--- src/rtl/color_sense_pkg.sv ---
// Shared codes and classification helpers for the colour-sensor controller.
// Optional CLEAR channel is enabled by defining CS_CLEAR_CH_EN.
package color_sense_pkg;

    typedef enum logic [1:0] {
        FLT_RED   = 2'b00,
        FLT_BLUE  = 2'b01,
        FLT_CLEAR = 2'b10,
        FLT_GREEN = 2'b11
    } filter_t;

    typedef enum logic [2:0] {
        COL_NONE  = 3'd0,
        COL_RED   = 3'd1,
        COL_GREEN = 3'd2,
        COL_BLUE  = 3'd3
    } color_t;

    typedef enum logic [1:0] {IDLE, SETTLE, GATE, CLASSIFY} cs_state_t;

    // Measurement order: GREEN, RED, BLUE, then CLEAR when that channel exists.
    function automatic filter_t next_filter(input filter_t cur);
        case (cur)
            FLT_GREEN: return FLT_RED;
            FLT_RED:   return FLT_BLUE;
            default:   return FLT_CLEAR;
        endcase
    endfunction

    // Ties resolve to RED first, then BLUE over GREEN.
    function automatic color_t classify(input logic [31:0] r, input logic [31:0] g,
                                        input logic [31:0] b, input logic [31:0] min_cnt);
        if (r < min_cnt && g < min_cnt && b < min_cnt) return COL_NONE;
        if (r >= g && r >= b) return COL_RED;
        if (g > b) return COL_GREEN;
        return COL_BLUE;
    endfunction

endpackage

--- src/rtl/color_sense_ctrl_if.sv ---
// Sensor-pin and result bundle between the colour-sense controller and its consumer.
// Carries clear_cnt only when CS_CLEAR_CH_EN is defined.
interface color_sense_ctrl_if #(
    parameter int unsigned CNT_W = 16
);
    logic             en;
    logic             cs_out;
    logic [1:0]       filter;
    logic [2:0]       color;
    logic             frame_done;
    logic             busy;
    logic [CNT_W-1:0] red_cnt;
    logic [CNT_W-1:0] green_cnt;
    logic [CNT_W-1:0] blue_cnt;
`ifdef CS_CLEAR_CH_EN
    logic [CNT_W-1:0] clear_cnt;

    modport master (output en, cs_out,
                    input  filter, color, frame_done, busy, red_cnt, green_cnt, blue_cnt, clear_cnt);
    modport slave  (input  en, cs_out,
                    output filter, color, frame_done, busy, red_cnt, green_cnt, blue_cnt, clear_cnt);
`else
    modport master (output en, cs_out,
                    input  filter, color, frame_done, busy, red_cnt, green_cnt, blue_cnt);
    modport slave  (input  en, cs_out,
                    output filter, color, frame_done, busy, red_cnt, green_cnt, blue_cnt);
`endif
endinterface

--- src/rtl/cs_edge_sync.sv ---
// Synchronises the asynchronous sensor output and emits a one-cycle pulse per rising edge.
module cs_edge_sync #(
    parameter int unsigned SYNC = 2
) (
    input  logic clk,
    input  logic rst_n,
    input  logic din,
    output logic pulse
);
    logic [SYNC-1:0] sync_q;
    logic            last_q;

    always_ff @(posedge clk or negedge rst_n) begin
        if (!rst_n) begin
            sync_q <= '0;
            last_q <= 1'b0;
        end else begin
            sync_q <= {sync_q[SYNC-2:0], din};
            last_q <= sync_q[SYNC-1];
        end
    end

    assign pulse = sync_q[SYNC-1] & ~last_q;
endmodule

--- src/rtl/color_sense_ctrl.sv ---
// Gated per-channel frequency counter and confirmed colour classifier for a TCS3200-class sensor.
// Defining CS_CLEAR_CH_EN adds a CLEAR channel that vetoes classification in dim light.
module color_sense_ctrl
    import color_sense_pkg::*;
#(
    parameter int unsigned GATE_CYC   = 500,
    parameter int unsigned SETTLE_CYC = 20,
    parameter int unsigned CNT_W      = 16,
    parameter int unsigned MIN_CNT    = 8,
    parameter int unsigned CONFIRM_N  = 2
) (
    input logic               clk_1MHz,
    input logic               rst_n,
    color_sense_ctrl_if.slave bus
);
    localparam int unsigned      TMR_W     = $clog2(GATE_CYC + SETTLE_CYC + 1);
    localparam int unsigned      MATCH_W   = $clog2(CONFIRM_N + 1);
    localparam logic [CNT_W-1:0] CNT_MAX   = '1;
    localparam logic [TMR_W-1:0] GATE_LD   = TMR_W'(GATE_CYC - 1);
    localparam logic [TMR_W-1:0] SETTLE_LD = TMR_W'((SETTLE_CYC == 0) ? 0 : SETTLE_CYC - 1);
    localparam cs_state_t        FIRST_ST  = (SETTLE_CYC == 0) ? GATE : SETTLE;
    localparam logic [TMR_W-1:0] FIRST_LD  = (SETTLE_CYC == 0) ? GATE_LD : SETTLE_LD;

    cs_state_t          state, state_n;
    logic [TMR_W-1:0]   timer, timer_n;
    filter_t            filter_q, filter_n;
    logic [CNT_W-1:0]   work, work_n, work_inc;
    logic [CNT_W-1:0]   red_q, green_q, blue_q;
    color_t             prev_cand, cand, color_q;
    logic [MATCH_W-1:0] match, match_n;
    logic               edge_pulse;
    logic               latch_en;
    logic               last_ch;

    cs_edge_sync #(.SYNC(2)) u_sync (
        .clk   (clk_1MHz),
        .rst_n (rst_n),
        .din   (bus.cs_out),
        .pulse (edge_pulse)
    );

    assign work_inc = (edge_pulse && work != CNT_MAX) ? work + 1'b1 : work;

`ifdef CS_CLEAR_CH_EN
    logic [CNT_W-1:0] clear_q;
    assign last_ch       = (filter_q == FLT_CLEAR);
    assign bus.clear_cnt = clear_q;
`else
    assign last_ch = (filter_q == FLT_BLUE);
`endif

    always_comb begin
        state_n  = state;
        timer_n  = timer;
        filter_n = filter_q;
        work_n   = work;
        latch_en = 1'b0;
        case (state)
            IDLE: begin
                filter_n = FLT_CLEAR;
                work_n   = '0;
                if (bus.en) begin
                    state_n  = FIRST_ST;
                    timer_n  = FIRST_LD;
                    filter_n = FLT_GREEN;
                end
            end
            SETTLE: begin
                timer_n = timer - 1'b1;
                if (timer == '0) begin
                    state_n = GATE;
                    timer_n = GATE_LD;
                end
            end
            GATE: begin
                timer_n = timer - 1'b1;
                work_n  = work_inc;
                if (timer == '0) begin
                    latch_en = 1'b1;
                    work_n   = '0;
                    filter_n = next_filter(filter_q);
                    if (last_ch) begin
                        state_n  = CLASSIFY;
                        filter_n = FLT_CLEAR;
                    end else begin
                        state_n = FIRST_ST;
                        timer_n = FIRST_LD;
                    end
                end
            end
            CLASSIFY: begin
                if (bus.en) begin
                    state_n  = FIRST_ST;
                    timer_n  = FIRST_LD;
                    filter_n = FLT_GREEN;
                end else begin
                    state_n = IDLE;
                end
            end
            default: state_n = IDLE;
        endcase
        // Abort overrides everything, including a latch on the final gate cycle.
        if (!bus.en && (state == SETTLE || state == GATE)) begin
            state_n  = IDLE;
            filter_n = FLT_CLEAR;
            work_n   = '0;
            latch_en = 1'b0;
        end
    end

    always_comb begin
        cand = classify(32'(red_q), 32'(green_q), 32'(blue_q), MIN_CNT);
`ifdef CS_CLEAR_CH_EN
        if (32'(clear_q) < MIN_CNT * 4) cand = COL_NONE;
`endif
        if (cand == prev_cand)
            match_n = (match == MATCH_W'(CONFIRM_N)) ? match : match + 1'b1;
        else
            match_n = MATCH_W'(1);
    end

    always_ff @(posedge clk_1MHz or negedge rst_n) begin
        if (!rst_n) begin
            state     <= IDLE;
            timer     <= '0;
            filter_q  <= FLT_CLEAR;
            work      <= '0;
            red_q     <= '0;
            green_q   <= '0;
            blue_q    <= '0;
`ifdef CS_CLEAR_CH_EN
            clear_q   <= '0;
`endif
            prev_cand <= COL_NONE;
            match     <= '0;
            color_q   <= COL_NONE;
        end else begin
            state    <= state_n;
            timer    <= timer_n;
            filter_q <= filter_n;
            work     <= work_n;
            if (latch_en) begin
                case (filter_q)
                    FLT_GREEN: green_q <= work_inc;
                    FLT_RED:   red_q   <= work_inc;
                    FLT_BLUE:  blue_q  <= work_inc;
`ifdef CS_CLEAR_CH_EN
                    FLT_CLEAR: clear_q <= work_inc;
`endif
                    default: ;
                endcase
            end
            if (state == CLASSIFY) begin
                prev_cand <= cand;
                match     <= match_n;
                if (match_n == MATCH_W'(CONFIRM_N)) color_q <= cand;
            end
        end
    end

    assign bus.filter     = filter_q;
    assign bus.color      = color_q;
    assign bus.frame_done = (state == CLASSIFY);
    assign bus.busy       = (state != IDLE);
    assign bus.red_cnt    = red_q;
    assign bus.green_cnt  = green_q;
    assign bus.blue_cnt   = blue_q;
endmodule

--- src/flat_wrapper.sv ---
// flat-port wrapper written by rule: the top's interface ports become plain ports
module color_sense_ctrl_flat import color_sense_pkg::*;
#(
    parameter int unsigned GATE_CYC   = 500,
    parameter int unsigned SETTLE_CYC = 20,
    parameter int unsigned CNT_W      = 16,
    parameter int unsigned MIN_CNT    = 8,
    parameter int unsigned CONFIRM_N  = 2
)
  (clk_1MHz, rst_n, bus_en, bus_cs_out, bus_filter, bus_color, bus_frame_done, bus_busy, bus_red_cnt, bus_green_cnt, bus_blue_cnt);
  color_sense_ctrl_if #(.CNT_W(CNT_W)) bus_i ();
  input logic clk_1MHz;
  input logic rst_n;
  input wire logic [$bits(bus_i.en)-1:0] bus_en;
  input wire logic [$bits(bus_i.cs_out)-1:0] bus_cs_out;
  output wire logic [$bits(bus_i.filter)-1:0] bus_filter;
  output wire logic [$bits(bus_i.color)-1:0] bus_color;
  output wire logic [$bits(bus_i.frame_done)-1:0] bus_frame_done;
  output wire logic [$bits(bus_i.busy)-1:0] bus_busy;
  output wire logic [$bits(bus_i.red_cnt)-1:0] bus_red_cnt;
  output wire logic [$bits(bus_i.green_cnt)-1:0] bus_green_cnt;
  output wire logic [$bits(bus_i.blue_cnt)-1:0] bus_blue_cnt;
  assign bus_i.en = bus_en;
  assign bus_i.cs_out = bus_cs_out;
  assign bus_filter = bus_i.filter;
  assign bus_color = bus_i.color;
  assign bus_frame_done = bus_i.frame_done;
  assign bus_busy = bus_i.busy;
  assign bus_red_cnt = bus_i.red_cnt;
  assign bus_green_cnt = bus_i.green_cnt;
  assign bus_blue_cnt = bus_i.blue_cnt;
  color_sense_ctrl #(.GATE_CYC(GATE_CYC), .SETTLE_CYC(SETTLE_CYC), .CNT_W(CNT_W), .MIN_CNT(MIN_CNT), .CONFIRM_N(CONFIRM_N)) u_core (.clk_1MHz(clk_1MHz), .rst_n(rst_n), .bus(bus_i));
endmodule
--- config.mk ---
export PLATFORM = sky130hd
export DESIGN_NAME = color_sense_ctrl_flat
export DESIGN_NICKNAME = d
export VERILOG_FILES = /design/src/rtl/color_sense_pkg.sv /design/src/rtl/color_sense_ctrl_if.sv /design/src/rtl/cs_edge_sync.sv /design/src/rtl/color_sense_ctrl.sv /design/src/flat_wrapper.sv
export SDC_FILE = /design/constraint.sdc
export NUM_CORES = 1
export LEC_CHECK = 0
export ABC_AREA = 0
export CORE_MARGIN = 3
export CORE_UTILIZATION = 40
export DETAILED_ROUTE_END_ITERATION = 6
export PLACE_DENSITY_LB_ADDON = 0.3
export SYNTH_ARGS = -nofsm -noshare
export SYNTH_HDL_FRONTEND = slang
export SYNTH_SLANG_ARGS = --single-unit
export TNS_END_PERCENT = 50
--- constraint.sdc ---
create_clock -name clk_1MHz -period 2.7 [get_ports clk_1MHz]
set_input_delay 0.675 -clock clk_1MHz [delete_from_list [all_inputs] [get_ports clk_1MHz]]
set_output_delay 0.675 -clock clk_1MHz [all_outputs]
set_load 0.05 [all_outputs]
==> results.md <==
* Status: complete, but fails checks
* Failing checks: negative setup slack
* First-pass GRT wire length at ~24000 um
* Initial antenna violation count at 0
* Die H at around 120 um
* Global-route usage over all layers at 19.9%
* Final setup margin at -25.2 ps
* Synth unique cells at 60
* Worst reg2reg setup slack at -30 ps
* Clock root buffer: clkbuf_16
* Drc violations at 0
* Vias per cell at 5.40
* Measured slew at the worst slew-check pin at 626 ps
* Synth Area in Adders at around 14%
* Crit-path leading delay family: simple AND/OR/NAND/NOR gates
* VDD IR max at about 0.00040 V
* Congestion Overflow GR at 0
* # rows at 41
* Post-cts hold buffer count at 0
* Main combinational cell family by area after synthesis: simple AND/OR/NAND/NOR gates
* Initial DRC count at approximately 330
* Pre-antenna DRT Iters at 4
* Slowest cell delay on critical path at 470 ps
* Skew final at around 6.1 ps
* RSZ-0062 raised after global routing: true
* Synthesized instance count at approximately 600
* Post-Synthesis Cell Area at 5400 um^2
* Clock tree sinks at 87
* Final net count at 775
* Critical path required time at roughly 3000 ps
* Dpl hpwl at 10900 um
* Final non-filler cell total at roughly 890
* Synth Area in Simple Gates at 18.8%
* Vias in the first global route at approximately 4800
* Highest clock rate at ~370 MHz
* Setup TNS at -55.3 ps
* Initial Utilization at between 40% and 50%
* WP buf/inv at 1
* CTS max path bufs at 2
* Largest net degree at the start of global routing at 37
* Seq/Total Area, Yosys at 40.4%
* Final setup violation count at 3
* Worst setup SP type: register
* Dpl cells at roughly 860
* Worst-path cell chain: inv_2 > ha_4 > or4b_4 > or3_4 > or4_4 > o21a_1 > nor2_4 > o21ai_1 > a22o_1
* Register-to-Register Path Depth at 9
* Fin crit period at between 2000 and 3000 ps
* Gpl congestion at 0.897
* Pleak at around 3.1 nW
* Count of flip-flops with a built-in enable after synthesis at 0
* Clock power share at 18.7%
* Number of max-cap violations at 0
* Synth async-reset ratio at 100%
* DRT antenna net count at 0
* P_sw at about 2.9 mW
* Int Pwr at 3.84 mW
* Switching Share at between 40% and 50%
* Critical Path Fanout Max at 6
* CTS tree: built
* Total wire length at 15000 um
* Synth Area in Compound Gates at 16.8%
* Crit Reg-Reg Startpoint: u_core.timer[0]
* Slew Limit Fails at 0
* Top FF cell, synth: dfrtp_1
* Die area at 14900 um^2
* Slew HR at 58.1%
* Period Utilization, post-route at 101%
* Hold crit path type: input pin to asynchronous set/reset pin
* Critical Path Slowest Stage Cell: or4_4
* CTS Buf Count at 9
* CTS H-tree lvls at 3
* Synth Register Bits at 87
* Setup CP Type: register to register
* Worst-Skew Late Latency at 350 ps
* Pwr Density at 936 nW/um^2
* Final hold violation count at 0
* Critical R2R Capture: u_core.timer[8]
* Worst EP arrival at just under 3000 ps
* Clk slew on worst S/H paths at 60 ps
* Routed vias at 4799
* Multiplexer share of the synthesized area at about 1.2%
* Net Count, Synth at ~660
* Combinational Power Share at 54.7%
* Core area at ~13000 um^2
* Layout cell share with drive strength beyond 1 at 24.9%
* Die Width at 122 um
* Sequential Power Share at a little over a quarter
* Hold WS at between 200 and 300 ps
* Synth Area in XOR/XNOR at 3.08%
* Number of port buffers at 57
* N_diodes at 0
* Avg Inst Size Synth at 9.01 um^2
* Total design power at 6.75 mW
* I/O pins at between 50 and 60
* Avg WL per Cell at 16.8 um
* Area Growth Syn to Fin at 33.7%
* Synth Warn # at 0
* Crit end category: register
==> sequential cells by signal, summed over array words and instances, names as in the netlist <==
| register | cells |
|---|---|
| u_core.bus.filter | 2 |
| u_core.bus.blue_cnt | 16 |
| u_core.state | 2 |
| u_core.u_sync.last_q | 1 |
| u_core.timer | 10 |
| u_core.match | 2 |
| u_core.u_sync.sync_q | 2 |
| u_core.prev_cand | 2 |
| u_core.bus.color | 2 |
| u_core.bus.green_cnt | 16 |
| u_core.work | 16 |
| u_core.bus.red_cnt | 16 |
==> timing repair <==
action                                  in CTS  in global routing
endpoints found under the setup margin      12                 62
pin swaps                                    3                 13
endpoints found under the hold margin        0                  0
setup buffers                                3                  4
cloned                                       0                  3
resized for setup                            4                 49
==> cells in the final DEF, fill, tap and decap left out, types with 13 or more instances in the layout <==
master and n:
a21oi_2 20, nand4_1 13, dfrtp_1 56, nand2_1 69, buf_4 61, dfrtp_2 30, nor2_1 38, clkdlybuf4s50_1 54
nand3_1 15, a21oi_1 22, nor4_1 13, inv_1 41, o21ai_0 64, ha_1 58
==> per-stage QoR <==
stage          utilization (%)  setup WS, ps  cell area, um^2
2_1_floorplan                -         -14.6             5470
3_3_place_gp              51.2         -82.4             6590
3_5_place_dp              51.2          -100             6590
4_1_cts                   53.8          7.12             6920
5_1_grt                   56.0         -99.8             7210
6_report                  56.0         -25.2             7210
==> routing by layer <==
| metal | vias up | wire length [um] | track usage [%] |
|---|---|---|---|
| li1 | 2327 | - | - |
| met1 | 2330 | 6330 | 24.2 |
| met2 | 114 | 7650 | 35.2 |
| met3 | 28 | 687 | 4.27 |
| met4 | 0 | 300 | 6.23 |
| met5 | - | 0 | 0 |
==> logic make-up (layout without fill, tap and decap cells) <==
| group | count (synthesis) | after routing |
|---|---|---|
| compound gates | 150 | 150 |
| xor+xnor | 19 | 19 |
| fa+ha+maj | 60 | 60 |
| buf+inv | 68 | 185 |
| flops | 87 | 87 |
| mux | 6 | 6 |
| other cells | 1 | 1 |
| simple gates | 208 | 208 |
==> worst max-delay path by stage <==
stage,startpoint,end,slack [ps],depth (start not counted)
floorplan,u_core.bus.green_cnt[7],u_core.match[1],-10,9
global placement,u_core.bus.blue_cnt[0],u_core.match[1],-80,9
detailed placement,u_core.bus.blue_cnt[0],u_core.match[1],-100,9
CTS,u_core.bus.blue_cnt[10],u_core.match[1],7,11
global route,u_core.bus.green_cnt[13],u_core.bus.color[0],-100,11
finish,u_core.timer[0],u_core.timer[8],-30,9
==> worst reg2reg max path: cells and delay by family (launching register included) <==
family,cells,cell delay (ps)
buf+inv,1,80
compound gates,3,560
fa+ha+maj,1,140
simple gates,4,1440
flops,1,390
==> final cells by class <==
class | instances | area [um^2]
clock buffers | 13 | 250
clock inverters | 3 | 42.5
fillers | 1102 | 5660
inverters | 44 | 165
multi-input cells | 444 | 3140
flip-flops and latches | 87 | 2220
well taps | 172 | 215
repair buffers | 125 | 1190
==> power by group through the flow <==
stage	Combinational (mW)	Sequential, mW	Clock, mW
after global placement	3.27	1.77	0
after global routing	4.02	1.82	1.33
after floorplan	1.82	2.20	0
final	3.69	1.79	1.26
after CTS	3.42	1.77	1.28
after detailed placement	3.34	1.80	0
==> cells in the mapped netlist, drive strengths merged (7+ instances only) <==
cell,number,area share (%)
nor2b,7,0.81
nand4,13,1.5
clkbuf,13,1.1
nor4,15,1.7
ha,60,14
nor3,12,1.1
xor2,8,1.3
a21oi,42,4.9
dfrtp,86,40
inv,44,3.1
xnor2,11,1.8
nand2,69,4.8
buf,11,1.6
nor2,52,3.9
a21o,7,0.97
o21ai,72,6.7
nand3,15,1.4
Power figures use the tool's default switching activity.
